File: src/rtl/dump_ctrl.sv
// dump_ctrl: streams one channel's capture RAM queue to the UART
// transmitter. Reading starts at the oldest sample and goes in capture order.
// One byte is sent per entry. Each next read waits for the transmitter's
// tx_done handshake. When the last byte has gone out, capture_done is cleared
// so that the capture controller can re-arm.
module dump_ctrl #(
    parameter int ENTRIES = 384,
    parameter int LOG2    = 9
) (
    input  logic            clk,
    input  logic            rst_n,
    input  logic            dump_start,
    input  logic [2:0]      dump_chan,
    input  logic            capture_done,
    input  logic [LOG2-1:0] waddr,
    input  logic [7:0]      ram_rdata,
    input  logic            tx_done,
    output logic [2:0]      chan_sel,
    output logic            ren,
    output logic [LOG2-1:0] raddr,
    output logic [7:0]      tx_data,
    output logic            trmt,
    output logic            dump_busy,
    output logic            dump_done,
    output logic            dump_err,
    output logic            clr_capture_done
);

    typedef enum logic [2:0] {
        IDLE,
        READ,
        LATCH,
        WAIT_TX,
        DONE
    } state_t;

    // Highest legal RAM address. The read pointer wraps from here back to 0.
    localparam logic [LOG2-1:0] LAST = LOG2'(ENTRIES - 1);
    localparam logic [2:0]      MAX_CHAN = 3'd4;

    state_t          state;
    logic [LOG2-1:0] cnt;
    logic            req_ok;

    // A request is accepted only for an existing channel with a finished capture.
    assign req_ok = (dump_chan <= MAX_CHAN) && capture_done;

    // Dump sequencer: state, read pointer, byte counter and all registered outputs.
    always_ff @(posedge clk or negedge rst_n) begin
        if (!rst_n) begin
            state            <= IDLE;
            cnt              <= '0;
            chan_sel         <= '0;
            raddr            <= '0;
            tx_data          <= '0;
            ren              <= 1'b0;
            trmt             <= 1'b0;
            dump_busy        <= 1'b0;
            dump_done        <= 1'b0;
            dump_err         <= 1'b0;
            clr_capture_done <= 1'b0;
        end else begin
            // NOTE: non-blocking assignments throughout, so every register updates from pre-edge values.
            // NOTE: single-cycle strobes default low here and are raised only on the cycle they apply.
            ren              <= 1'b0;
            trmt             <= 1'b0;
            dump_done        <= 1'b0;
            dump_err         <= 1'b0;
            clr_capture_done <= 1'b0;

            case (state)
                IDLE: begin
                    if (dump_start) begin
                        if (req_ok) begin
                            chan_sel  <= dump_chan;
                            raddr     <= waddr;
                            cnt       <= '0;
                            ren       <= 1'b1;
                            dump_busy <= 1'b1;
                            state     <= READ;
                        end else begin
                            dump_err  <= 1'b1;
                        end
                    end
                end

                // ren is high for this one cycle. The RAM returns data during LATCH.
                READ: begin
                    state <= LATCH;
                end

                // Capture the RAM byte, then start the transmitter on the next cycle together with it.
                LATCH: begin
                    tx_data <= ram_rdata;
                    trmt    <= 1'b1;
                    state   <= WAIT_TX;
                end

                // raddr and tx_data stay put until the transmitter reports the byte has gone out.
                WAIT_TX: begin
                    if (tx_done) begin
                        if (cnt == LAST) begin
                            dump_done        <= 1'b1;
                            clr_capture_done <= 1'b1;
                            state            <= DONE;
                        end else begin
                            cnt   <= cnt + 1'b1;
                            raddr <= (raddr == LAST) ? '0 : raddr + 1'b1;
                            ren   <= 1'b1;
                            state <= READ;
                        end
                    end
                end

                // dump_done / clr_capture_done are high during this cycle.
                DONE: begin
                    dump_busy <= 1'b0;
                    state     <= IDLE;
                end

                default: begin
                    dump_busy <= 1'b0;
                    state     <= IDLE;
                end
            endcase
        end
    end

endmodule

File: config.mk
export PLATFORM = sky130hd
export DESIGN_NAME = dump_ctrl
export DESIGN_NICKNAME = d
export VERILOG_FILES = /design/src/rtl/dump_ctrl.sv
export SDC_FILE = /design/constraint.sdc
export NUM_CORES = 1
export LEC_CHECK = 0
export BUFFER_PORTS_ARGS = -buffer_cell sky130_fd_sc_hd__buf_2
export CORE_ASPECT_RATIO = 1.75
export CORE_MARGIN = 2
export CORE_UTILIZATION = 52
export DETAILED_ROUTE_END_ITERATION = 8
export PLACE_DENSITY_LB_ADDON = 0.12
export SETUP_SLACK_MARGIN = 0.1
export SLEW_MARGIN = 40
export SYNTH_ARGS = -nofsm -noshare
export SYNTH_HDL_FRONTEND = slang
export SYNTH_SLANG_ARGS = --single-unit
File: constraint.sdc
create_clock -name clk -period 2.3 [get_ports clk]
set_clock_uncertainty 0.05 [all_clocks]
set_input_delay 0.23 -clock clk [delete_from_list [all_inputs] [get_ports clk]]
set_output_delay 0.23 -clock clk [all_outputs]
set_load 0.005 [all_outputs]
### Yosys cells after proc, flatten, opt, wreduce, memory -nomap -nowiden

Index checks and enable logic that the tools add are counted.

| word-level totals | value |
|---|---|
| flip-flop bits (word level) | 37 |
| input bits | 25 |
| output and inout port bits | 26 |
| logic and storage cells | 62 |

| operators by class | value |
|---|---|
| add/sub/neg operators | 2 |
| $lt $le $gt $ge | 1 |
| bitwise gates (word level) | 1 |
| muxes and demuxes | 31 |
| equality and inequality tests | 9 |
| reductions and logical operators | 8 |

Operator list:

| cell | count |
|---|---|
| two-way mux 9 bit | 9 |
| case mux 9 bit (2 select lines) | 2 |
| adder 9 x 1 -> 9 bit (second input constant) | 2 |
| equality test 9 bit (second input constant) | 2 |
| two-way mux 1 bit | 13 |
| two-way mux 3 bit | 4 |
| case mux 3 bit (4 select lines) | 1 |
| AND reduction 3 bit | 3 |
| != test 2 bit (second input constant) | 4 |
| equality test 3 x 2 -> 1 bit (second input constant) | 2 |
| AND reduction 5 bit | 1 |
| case mux 1 bit (2 select lines) | 2 |
| equality test 3 x 1 -> 1 bit (second input constant) | 1 |
| <= comparator 3 bit (second input constant) | 1 |
| zero test 3 bit | 1 |
| OR reduction 3 bit | 1 |
| nonzero test 2 bit | 1 |
| logical AND 1 bit | 1 |
| inverter 1 bit | 1 |

### Depth between registers and ports, before layout

| depth | value |
|---|---|
| word-level depth | 5 |
| depth in mapped cells | 8 |
| gate-level depth less buffers | 6 |

### Least setup slack after synthesis

No wires, ideal clock.

| timing | value |
|---|---|
| kind | reg2reg |
| start | register cnt[0] |
| end | register cnt[1] |
| library setup time | 0.121 ns |
| arrival time | 1.619 ns |
| buffers on the path | 2 |
| setup slack | 0.510 ns |
| clock period less this slack | 1.790 ns |
| required time | 2.129 ns |
| cell stages (with the launch flop) | 8 |
| cells stage by stage | dfrtp_1 ha_1 and3_1 buf_2 a31o_4 and2_4 buf_6 a22o_1 |

| on the way | value |
|---|---|
| longest elaborated chain between the ends | 4 |
| elaborated cells on any way between the ends | 7 |
| those cells by class | add/sub (1); eq/ne (2); mux (3); reduce/logical (1) |

RTL lines:

| item | RTL line | text |
|---|---|---|
| from (decl) | 42 | `logic [LOG2-1:0] cnt;` |
| from (signal assigned) | 107 | `cnt <= cnt + 1'b1;` |
| adder 9 x 1 -> 9 bit | 107 |  |
| two-way mux 9 bit | 102 | `if (cnt == LAST) begin` |
| two-way mux 9 bit | 101 | `if (tx_done) begin` |
| case mux 9 bit (2 select lines) | 71 | `case (state)` |

Several ways; a longest one is shown, not always the timed one. The select of a mux whose other input is x is not followed.
A chain may end at the register's enable or synchronous reset.

### Worst setup path in the final report

| timing | value |
|---|---|
| start | register cnt[0] |
| end | register cnt[8] |

The elaborated chain is that of the path after synthesis.

==> impl_results.md <==
* Slew margin rel. at 69.06%
* Final hold violation count at 0
* Vias post-DR at 1522
* Post-route DRC at 0
* Nets at 250
* Io pins at 51
* DR iter-0 viols at 33
* Hold Slack at 101.5 ps
* Reg2Reg Depth at 5
* Drt pass-1 iters at 4
* Worst Hold Launch: capture_done
* Die height at 83.13 um
* Post-DP HPWL at 2.951 mm
* Gr ovfl total at 0
* Final worst path period need at 1897 ps
* Hold-critical path depth at 2
* XOR/XNOR Fraction of Synth Area at 0.4707%
* Final setup viols at 0
* Worst R2R Setup Slack at 400 ps
* Vias in the first global route at 1543
* Post-CTS setup buffers at 0
* Post-route cell area at 0.002255 sq mm
* Async set or reset register ratio after synthesis at 100.0%
* Post-Syn Nets at 199
* Status: finished clean
* Most frequent cells in the layout: buf_2, dfrtp_1, a21oi_1
* Pwr per Cell Area at 1204 mW/mm^2
* Synthesis-to-layout area growth at 21.18%
* Hold EP: dump_err
* Rows at 28
* Filler instances at 278
* Crit Path Category: flop to flop
* Top_reg_cell synth: dfrtp_1
* CTS Root Buffer Type: clkbuf_8
* Largest net degree at the start of global routing at 38
* Clk slew on worst S/H paths at 70 ps
* Proportion of synthesized area in mux cells at 10.96%
* Top Metal Used: met4
* Global-route wire length before repair at 6.762 mm
* CTS tree: yes
* Synth Area in Adders at 1.345%
* Worst Path Max Fanout at 17
* Largest family of logic cells by synthesized area: compound AO/OA/AOI/OAI gates
* Crit path required time at 2430 ps
* Met2 WL at 2.184 mm
* Met1 WL at 1.575 mm
* Die area at 0.004091 sq mm
* Core outline area at 0.003398 sq mm
* WL met3 at 165 um
* Worst min-delay path class: input port to flop
* CP Launch Type: flop
* Total track usage at 20.82%
* Worst setup EP type: flop
* Cell variety after synth at 46
* DP Area at 0.002131 sq mm
* #FFs+latches synth at 37
* Worst-Margin Slew at 464.2 ps
* Clock sinks at 37
* Syn Inst Count at 172
* Overall routed net length at 3.978 mm
* Bufs on Longest Clock Path at 2
* Final Max Tran Viols at 0
* Diode count at 0
* Leak Pwr at 1.069 nW
* # H-tree levels at 2
* Vias per inst at 5.658
* Remaining antenna violation count at 0
* Initial antenna violation count at 0
* Skew-Pair Late Insertion Delay at 290 ps
* Sequential element share of the synthesized area at 49.76%
* Compound-gate portion of the synthesized area at 16.88%
* Worst EP arrival at 2030 ps
* Worst reg2reg endpoint: cnt[8]
* Per-cell routed wire length at 14.79 um
* Die W at 49.22 um
* RSZ-0062 raised after global routing: no
* Post-synth EDFFs at 0
* Max Cap Violations at 0
* Synth Warn # at 0
* TNS Setup at 0 ps
* Worst R2R Start: cnt[0]
* Final Wtd Congestion at 0.7679
* Netlist Area Pre-Place at 0.001861 sq mm
* Synth Area in Simple Gates at 15.20%
* Starting density of the core at 54.75%
* Fraction of layout cells with a size suffix above 1 at 33.48%
* Final period util at 82.48%
* Port bufs at 50
* Syn Area/Cell at 10.82 sq um
* CTS buffer count at 5
* Upper clock frequency limit at 0.5272 GHz
* Peak VDD IR at 0.8152 mV
* Most common cell after layout, fill and taps aside: buf_2
==> layer usage <==
| metal | vias to the layer above | global-route usage (%) |
|---|---|---|
| met4 | 0 | 9.351 |
| met2 | 39 | 35.14 |
| met1 | 742 | 24.94 |
| li1 | 735 | - |
| met3 | 6 | 4.317 |
| met5 | - | 0 |
==> repair_timing <==
action | CTS | global route
gates resized for setup | 0 | 0
endpoints found under the hold margin | 0 | 37
hold buffers | 0 | 1
==> Yosys cell counts, types with 2 or more instances <==
master / count / area (sq um)
and3_1: 3 / 18.77
nor2_1: 6 / 22.52
o22ai_1: 5 / 31.28
o21ai_0: 6 / 30.03
a22oi_1: 4 / 30.03
a22o_1: 2 / 17.52
mux2_1: 3 / 33.78
nor3_1: 4 / 20.02
and2_1: 2 / 12.51
a21oi_1: 15 / 75.07
o2bb2ai_1: 2 / 17.52
nand2_1: 7 / 26.28
ha_1: 2 / 25.02
buf_2: 5 / 25.02
a2bb2oi_1: 3 / 26.28
mux2i_1: 8 / 80.08
mux2_2: 8 / 90.09
clkbuf_1: 2 / 7.510
buf_4: 2 / 15.01
nand4_1: 3 / 18.77
inv_1: 10 / 37.54
nand3_1: 9 / 45.04
nor3b_1: 2 / 15.01
dfrtp_1: 37 / 925.9
==> where the power goes <==
| part | total, W | switching [W] | internal (W) |
|---|---|---|---|
| Sequential | 0.00110 | 0.000216 | 0.000888 |
| Combinational | 0.00106 | 0.000523 | 0.000533 |
| Clock | 0.000554 | 0.000229 | 0.000325 |
==> layout make-up <==
class	count	area [sq um]	share of cell area (%)
clock inverter	2	38.79	1.720
sequential	37	925.9	41.07
multi-input combinational	114	834.6	37.01
inverter	11	41.29	1.831
timing repair buffer	54	285.3	12.65
clock buffer	6	72.57	3.219
tap	45	56.30	2.497
==> sequential cells by signal, indices dropped and copies added (netlist names), 3 cells and up <==
signal    flops
chan_sel      3
state         3
tx_data       8
raddr         9
cnt           9
==> stage by stage <==
stage	utilization, %	worst slack (ps)	std cells	total power (W)
floorplan	-	510.4	172	0.001789
global placement	62.70	478.4	260	0.002130
detailed placement	62.70	415.7	260	0.002177
CTS	65.98	402.5	268	0.002737
global route	66.35	288.8	269	0.002907
finish	66.35	403.0	269	0.002714
==> critical path, cell delays in order, from the launching register on <==
cell	delay, ps
dfrtp_1	410
ha_1	230
and3_1	290
a31o_4	340
and2_4	230
a22o_1	230
==> cell families (layout without fill, tap and decap cells) <==
kind of cell	Yosys count	in the layout
AOI/OAI and AO/OA	46	46
xor gates and xnor gates	1	1
adders and majority gates	2	2
buffers and inverters	21	73
DFF	37	37
muxes	19	19
and+or+nand+nor	46	46
==> how the worst max path moves through the flow <==
stage	startpoint	to	slack, ps
after global placement	cnt[0]	cnt[8]	480
final	cnt[0]	cnt[8]	400
after global routing	cnt[0]	raddr[6]	290
after detailed placement	cnt[0]	cnt[8]	420
after floorplan	cnt[0]	cnt[1]	510
after CTS	cnt[0]	cnt[8]	400
Power figures use the tool's default switching activity.
